`config.mk`:
```
export PLATFORM = sky130hd
export DESIGN_NAME = vector_line_engine_flat
export DESIGN_NICKNAME = d
export VERILOG_FILES = /design/src/rtl/vector_line_engine_pkg.sv /design/src/rtl/vector_line_engine_if.sv /design/src/rtl/vector_line_engine_step_tick.sv /design/src/rtl/vector_line_engine.sv /design/src/flat_wrapper.sv
export SDC_FILE = /design/constraint.sdc
export NUM_CORES = 1
export LEC_CHECK = 0
export BUFFER_PORTS_ARGS = -buffer_cell sky130_fd_sc_hd__buf_2
export CAP_MARGIN = 20
export CORE_MARGIN = 5
export CORE_UTILIZATION = 55
export DETAILED_ROUTE_END_ITERATION = 6
export PLACE_DENSITY = 0.73
export SYNTH_ARGS = -nofsm -noshare
export SYNTH_HDL_FRONTEND = slang
export SYNTH_HIERARCHICAL = 1
export SYNTH_SLANG_ARGS = --single-unit
export TNS_END_PERCENT = 50
```
`constraint.sdc`:
```
create_clock -name clk -period 6.2 [get_ports clk]
set_clock_uncertainty 0.2 [all_clocks]
set_input_delay 0.31 -clock clk [delete_from_list [all_inputs] [get_ports clk]]
set_output_delay 0.31 -clock clk [all_outputs]
set_load 0.01 [all_outputs]
```
`src/rtl/vector_line_engine_pkg.sv`:
```
// vector_pkg: shared definitions for the vector line engine.
//   COORD_W  - coordinate width of targets and DAC codes
//   state_t  - engine state encoding (IDLE, SETUP, STEP, SETTLE)
//   point_t  - packed {x, y} coordinate pair
package vector_pkg;

  localparam int COORD_W = 12;

  typedef logic [1:0] state_t;
  localparam state_t IDLE   = 2'd0;
  localparam state_t SETUP  = 2'd1;
  localparam state_t STEP   = 2'd2;
  localparam state_t SETTLE = 2'd3;

  typedef struct packed {
    logic [COORD_W-1:0] x;
    logic [COORD_W-1:0] y;
  } point_t;

endpackage

```
`src/rtl/vector_line_engine_if.sv`:
```
// vector_line_engine_if: draw command bus between issuer and engine.
//   draw  - command strobe, taken only while ready=1
//   jump  - 1 = blanked move, 0 = visible line
//   x, y  - target coordinates (unsigned)
//   ready - engine idle and able to take a command
// Modports: master (command issuer), slave (engine).
interface vector_line_engine_if;
  import vector_pkg::*;

  logic               draw;
  logic               jump;
  logic [COORD_W-1:0] x;
  logic [COORD_W-1:0] y;
  logic               ready;

  modport master (output draw, output jump, output x, output y, input ready);
  modport slave  (input draw, input jump, input x, input y, output ready);

endinterface

```
`src/rtl/vector_line_engine_step_tick.sv`:
```
// step_tick_gen: divides the clock down to one tick every STEP_DIV clocks.
//   clk, reset - clock and async active-high reset
//   restart    - reloads the divider so the next edge is a tick
//   tick       - high on tick edges
module step_tick_gen #(
  parameter int STEP_DIV = 4
) (
  input  logic clk,
  input  logic reset,
  input  logic restart,
  output logic tick
);

  localparam int CW = $clog2(STEP_DIV);

  logic [CW-1:0] cnt;

  // Down counter: restart parks it at zero so the edge right after a
  // command is accepted is a tick, then every STEP_DIV-th edge after that.
  always_ff @(posedge clk or posedge reset) begin
    if (reset) begin
      cnt <= '0;
    end else if (restart) begin
      cnt <= '0;
    end else if (cnt == '0) begin
      cnt <= CW'(STEP_DIV - 1);
    end else begin
      cnt <= cnt - 1'b1;
    end
  end

  assign tick = (cnt == '0);

endmodule

```
`src/rtl/vector_line_engine.sv`:
```
// vector_line_engine: moves the beam to a commanded target, either as a
// visible Bresenham line (one point per step) or as a blanked jump followed
// by a settle delay, and drives registered X/Y DAC codes plus beam enable.
//   clk, reset  - clock, async active-high reset
//   cmd         - command bus (slave side): draw, jump, x, y, ready
//   x_out/y_out - current beam position (DAC codes)
//   beam_on     - Z/intensity enable
//   point_valid - one-cycle pulse per plotted point
// Optional: define VECTOR_STEP_DIV_EN to slow STEP/SETTLE to one advance
// every STEP_DIV clocks.
module vector_line_engine
  import vector_pkg::*;
#(
  parameter int JUMP_SETTLE = 8
`ifdef VECTOR_STEP_DIV_EN
  , parameter int STEP_DIV = 4
`endif
) (
  input  logic               clk,
  input  logic               reset,
  vector_line_engine_if.slave cmd,
  output logic [COORD_W-1:0] x_out,
  output logic [COORD_W-1:0] y_out,
  output logic               beam_on,
  output logic               point_valid
);

  localparam int SW = (JUMP_SETTLE < 1) ? 1 : $clog2(JUMP_SETTLE + 1);
  localparam int EW = COORD_W + 3;

  state_t                    state;
  point_t                    tgt;
  logic                      jmp;
  logic                      ready_q;
  logic [COORD_W-1:0]        dx, dy;
  logic                      sx_neg, sy_neg;
  logic signed [COORD_W+1:0] err;
  logic [SW-1:0]             settle;

  logic                      accept;
  logic                      tick;
  logic [COORD_W-1:0]        abs_dx, abs_dy;
  logic signed [EW-1:0]      e2, dx_s, dy_s, err_ext, sub_x, add_y, err_next;
  logic                      step_x, step_y;

  assign accept    = cmd.draw && ready_q;
  assign cmd.ready = ready_q;

`ifdef VECTOR_STEP_DIV_EN
  step_tick_gen #(.STEP_DIV(STEP_DIV)) u_tick (
    .clk     (clk),
    .reset   (reset),
    .restart (accept),
    .tick    (tick)
  );
`else
  assign tick = 1'b1;
`endif

  assign abs_dx = (tgt.x >= x_out) ? (tgt.x - x_out) : (x_out - tgt.x);
  assign abs_dy = (tgt.y >= y_out) ? (tgt.y - y_out) : (y_out - tgt.y);

  // Bresenham decision: both tests use the pre-update error so a diagonal
  // step moves both axes on the same edge.
  always_comb begin
    dx_s     = $signed({3'b000, dx});
    dy_s     = $signed({3'b000, dy});
    err_ext  = $signed({err[COORD_W+1], err});
    e2       = $signed({err, 1'b0});
    step_x   = (e2 > -dy_s);
    step_y   = (e2 < dx_s);
    sub_x    = step_x ? dy_s : $signed({EW{1'b0}});
    add_y    = step_y ? dx_s : $signed({EW{1'b0}});
    err_next = err_ext - sub_x + add_y;
  end

  always_ff @(posedge clk or posedge reset) begin
    if (reset) begin
      state       <= IDLE;
      ready_q     <= 1'b1;
      x_out       <= '0;
      y_out       <= '0;
      beam_on     <= 1'b0;
      point_valid <= 1'b0;
      tgt         <= '0;
      jmp         <= 1'b0;
      dx          <= '0;
      dy          <= '0;
      sx_neg      <= 1'b0;
      sy_neg      <= 1'b0;
      err         <= '0;
      settle      <= '0;
    end else begin
      case (state)
        IDLE: begin
          point_valid <= 1'b0;
          if (accept) begin
            tgt     <= '{x: cmd.x, y: cmd.y};
            jmp     <= cmd.jump;
            ready_q <= 1'b0;
            state   <= SETUP;
          end
        end
        SETUP: begin
          dx     <= abs_dx;
          dy     <= abs_dy;
          sx_neg <= (tgt.x < x_out);
          sy_neg <= (tgt.y < y_out);
          err    <= $signed({2'b00, abs_dx}) - $signed({2'b00, abs_dy});
          if (jmp) begin
            x_out   <= tgt.x;
            y_out   <= tgt.y;
            beam_on <= 1'b0;
            settle  <= SW'(JUMP_SETTLE);
            state   <= SETTLE;
          end else begin
            beam_on     <= 1'b1;
            // A zero-length draw is a single dot at the current position.
            point_valid <= (abs_dx == '0) && (abs_dy == '0);
            state       <= STEP;
          end
        end
        STEP: begin
          if (!tick) begin
            point_valid <= 1'b0;
          end else if (x_out == tgt.x && y_out == tgt.y) begin
            state       <= IDLE;
            ready_q     <= 1'b1;
            beam_on     <= 1'b0;
            point_valid <= 1'b0;
          end else begin
            if (step_x) x_out <= sx_neg ? x_out - 1'b1 : x_out + 1'b1;
            if (step_y) y_out <= sy_neg ? y_out - 1'b1 : y_out + 1'b1;
            err         <= err_next[COORD_W+1:0];
            point_valid <= 1'b1;
          end
        end
        SETTLE: begin
          if (tick) begin
            if (settle == '0) begin
              state   <= IDLE;
              ready_q <= 1'b1;
            end else begin
              settle <= settle - 1'b1;
            end
          end
        end
        default: state <= IDLE;
      endcase
    end
  end

endmodule

```
`src/flat_wrapper.sv`:
```
// flat-port wrapper written by rule: the top's interface ports become plain ports
module vector_line_engine_flat import vector_pkg::*;
#(
  parameter int JUMP_SETTLE = 8

)
  (clk, reset, x_out, y_out, beam_on, point_valid, cmd_draw, cmd_jump, cmd_x, cmd_y, cmd_ready);
  vector_line_engine_if cmd_i ();
  input  logic clk;
  input  logic reset;
  output logic [COORD_W-1:0] x_out;
  output logic [COORD_W-1:0] y_out;
  output logic beam_on;
  output logic point_valid;
  input wire logic [$bits(cmd_i.draw)-1:0] cmd_draw;
  input wire logic [$bits(cmd_i.jump)-1:0] cmd_jump;
  input wire logic [$bits(cmd_i.x)-1:0] cmd_x;
  input wire logic [$bits(cmd_i.y)-1:0] cmd_y;
  output wire logic [$bits(cmd_i.ready)-1:0] cmd_ready;
  assign cmd_i.draw = cmd_draw;
  assign cmd_i.jump = cmd_jump;
  assign cmd_i.x = cmd_x;
  assign cmd_i.y = cmd_y;
  assign cmd_ready = cmd_i.ready;
  vector_line_engine #(.JUMP_SETTLE(JUMP_SETTLE)) u_core (.clk(clk), .reset(reset), .cmd(cmd_i), .x_out(x_out), .y_out(y_out), .beam_on(beam_on), .point_valid(point_valid));
endmodule
```
==> results.cfg <==
[sta]
fmaxAchievable_mhz = 171
slew_headroom = 0.285
slew_violations = 0
hold_violations = 0
setup_viol = 0
period_share = 0.945
tightest_slew_ns = 1.07
holdWs_ns = 0.0112
min_period_ns = 5.86

[floorplan]
initial_utilization = 0.556
core-area_um2 = 17200
pin_count = 55
die_h_um = 142
rows = 48
die_area_um2 = 20100
die_w_um = 142

[clocking]
clock_latency_ns = 0.35
cts.sinks = 98
htreeDepth = 3
numCtsBuffers = 9
clockRootBuffer = clkbuf_16
cts.clk_slew.worst_paths_ns = 0.07
cts_buffer_depth = 2
cts_tree = built

[critical_path]
endpoint = u_core/err[12]
worstSetupEndpointType = register
critPathSlowestCell = dfrtp_2
cp.arrival_ns = 5.92
r2r-end = u_core/err[12]
slowest_delay_ns = 0.45
crit_path_max_fanout = 6
reg2reg_slack_ns = 0.34
startpoint = u_core/dy[3]
reg2reg_depth = 30
rr_startpoint = u_core/dy[3]
start_kind = register
cp_data_required_time_ns = 6.26
setup.worst_path.class = register to register

[grt]
track_usage = 0.239
grt_pass1_wl_um = 39100
antenna_found_initial = 0
overflow = 0
grt_pass1_vias = 8008
grt_start_max_net_pins = 78

[routing]
viasPerCell = 5.68
drc = 0
vias = 8081
firstDrtPassIters = 6
totalWireLength_um = 23400
ant_nets = 0
wl_per_cell_um = 16.5
drtIter0Drc = 513

[yosys]
synth_cell_types = 77
synthAdderAreaFrac = 0.205
avgSynthCellArea_um2 = 8.50
synth-edff-count = 0
synth.most_common_cell = inv_1
syn_inst = 1124
ys_async_sr_fraction = 1.00
yosysTopAreaCell = dfrtp_1
synth-simple-area-share = 0.151
synth.yosys.seq_area_share = 0.257
synth-compound-area-share = 0.184
ys_top_cells_by_count = inv_1 (141), ha_1 (126), dfrtp_1 (97)
synthMuxAreaShare = 0.0746
ys.flop_type = dfrtp_1
yosysWarnings = 6
synth_xor_area_frac = 0.0556
synth_top_family_by_area = adder cells
synthesis.nets = 1297
syn_area_um2 = 9560
synth_top_area_share = 0.254
synth.area.top_cells = dfrtp_1 (25%), ha_1 (16%), inv_1 (5.5%)
ys_ff_latch = 98

[finish]
drive_above_1_share = 0.127
fin_nets = 1365
stdcell_count = 1422
syn_to_final_growth_pct = 11.4
diodes = 0
n_fill_cell = 1534

[outcome]
status = complete, no violations

[min_path]
min_path_type = input port to register

[flow_run]
drv_cap = 0

[placement]
placed_cells = 1381
dp_hpwl_um = 17800
gp_congestion = 0.920
io_buffers = 54
-- stage by stage --
stage	util	worst slack [ns]	TNS [ns]	instance area, um^2
4_1_cts	0.615	0.0665	0	10600
3_3_place_gp	0.584	0.247	0	10000
5_1_grt	0.620	-0.0183	-0.0183	10600
3_5_place_dp	0.584	0.0768	0	10000
2_1_floorplan	-	0.562	0	9560
6_report	0.620	0.340	0	10600
-- state kept, by name, indices dropped and copies added, names as in the netlist --
signal	count
u_core/beam_on	1
u_core/cmd.ready	1
u_core/dx	12
u_core/dy	12
u_core/err	14
u_core/jmp	1
u_core/point_valid	1
u_core/settle	4
u_core/state	2
u_core/sx_neg	1
u_core/sy_neg	1
u_core/tgt	24
u_core/x_out	12
u_core/y_out	12
-- how the worst min path moves through the flow --
stage | startpoint | to | slack [ns] | depth (start not counted)
CTS | cmd_jump | u_core/jmp | 0.003 | 2
global route | cmd_jump | u_core/jmp | 0.002 | 2
detailed placement | reset | u_core/tgt[18] | 0.08 | 2
finish | cmd_y[0] | u_core/tgt[0] | 0.01 | 2
floorplan | cmd_jump | u_core/jmp | 0.26 | 1
global placement | reset | u_core/tgt[18] | 0.08 | 2
-- final cells by class --
cell class	count	area, um^2	area share
Clock inverter	7	67.6	0.00634
Clock buffer	9	225	0.0211
Sequential cell	98	2450	0.231
Timing Repair Buffer	91	626	0.0587
Multi-Input combinational cell	850	6460	0.607
Tap cell	225	282	0.0264
Inverter	142	536	0.0503
-- layer usage --
metal | up-vias | GRT usage | wire (um)
met5 | - | 0 | 0
met4 | 0 | 0.0869 | 692
met3 | 41 | 0.0310 | 977
met2 | 196 | 0.399 | 10800
met1 | 3836 | 0.319 | 10900
li1 | 4008 | - | -
-- critical path: cells and delay by family, from the launching register on --
family / cells / cell delay, ns
buffers and inverters: 3 / 0.33
adders and majority gates: 4 / 1.14
AOI/OAI and AO/OA: 14 / 2.35
and+or+nand+nor: 7 / 1.00
DFF: 1 / 0.45
xor gates and xnor gates: 2 / 0.29
-- cells by family after synthesis --
logic type / after synthesis
AND/OR/NAND/NOR: 302
adder cells (fa/ha/maj): 145
multiplexers: 66
flip-flops: 98
buffers and inverters: 176
AO/OA/AOI/OAI: 278
XOR/XNOR: 59
-- cells in the final DEF, fill, tap and decap left out, types with 33 or more instances in the layout --
| cell | instances |
|---|---|
| nor2_1 | 84 |
| buf_2 | 54 |
| a21oi_1 | 63 |
| ha_1 | 124 |
| nand2_1 | 94 |
| o21ai_0 | 87 |
| mux2i_1 | 33 |
| dfrtp_1 | 96 |
| xnor2_1 | 37 |
| inv_1 | 140 |
-- what timing repair did --
item | CTS | global route
setup endpoints to repair | 0 | 7
hold buffers | 23 | 0
endpoints found under the hold margin | 43 | 0
resized for setup | 0 | 16
setup buffers | 0 | 1
Power is not shown: default switching activity piles up to over one toggle a cycle in this logic, so the estimate is an artifact.
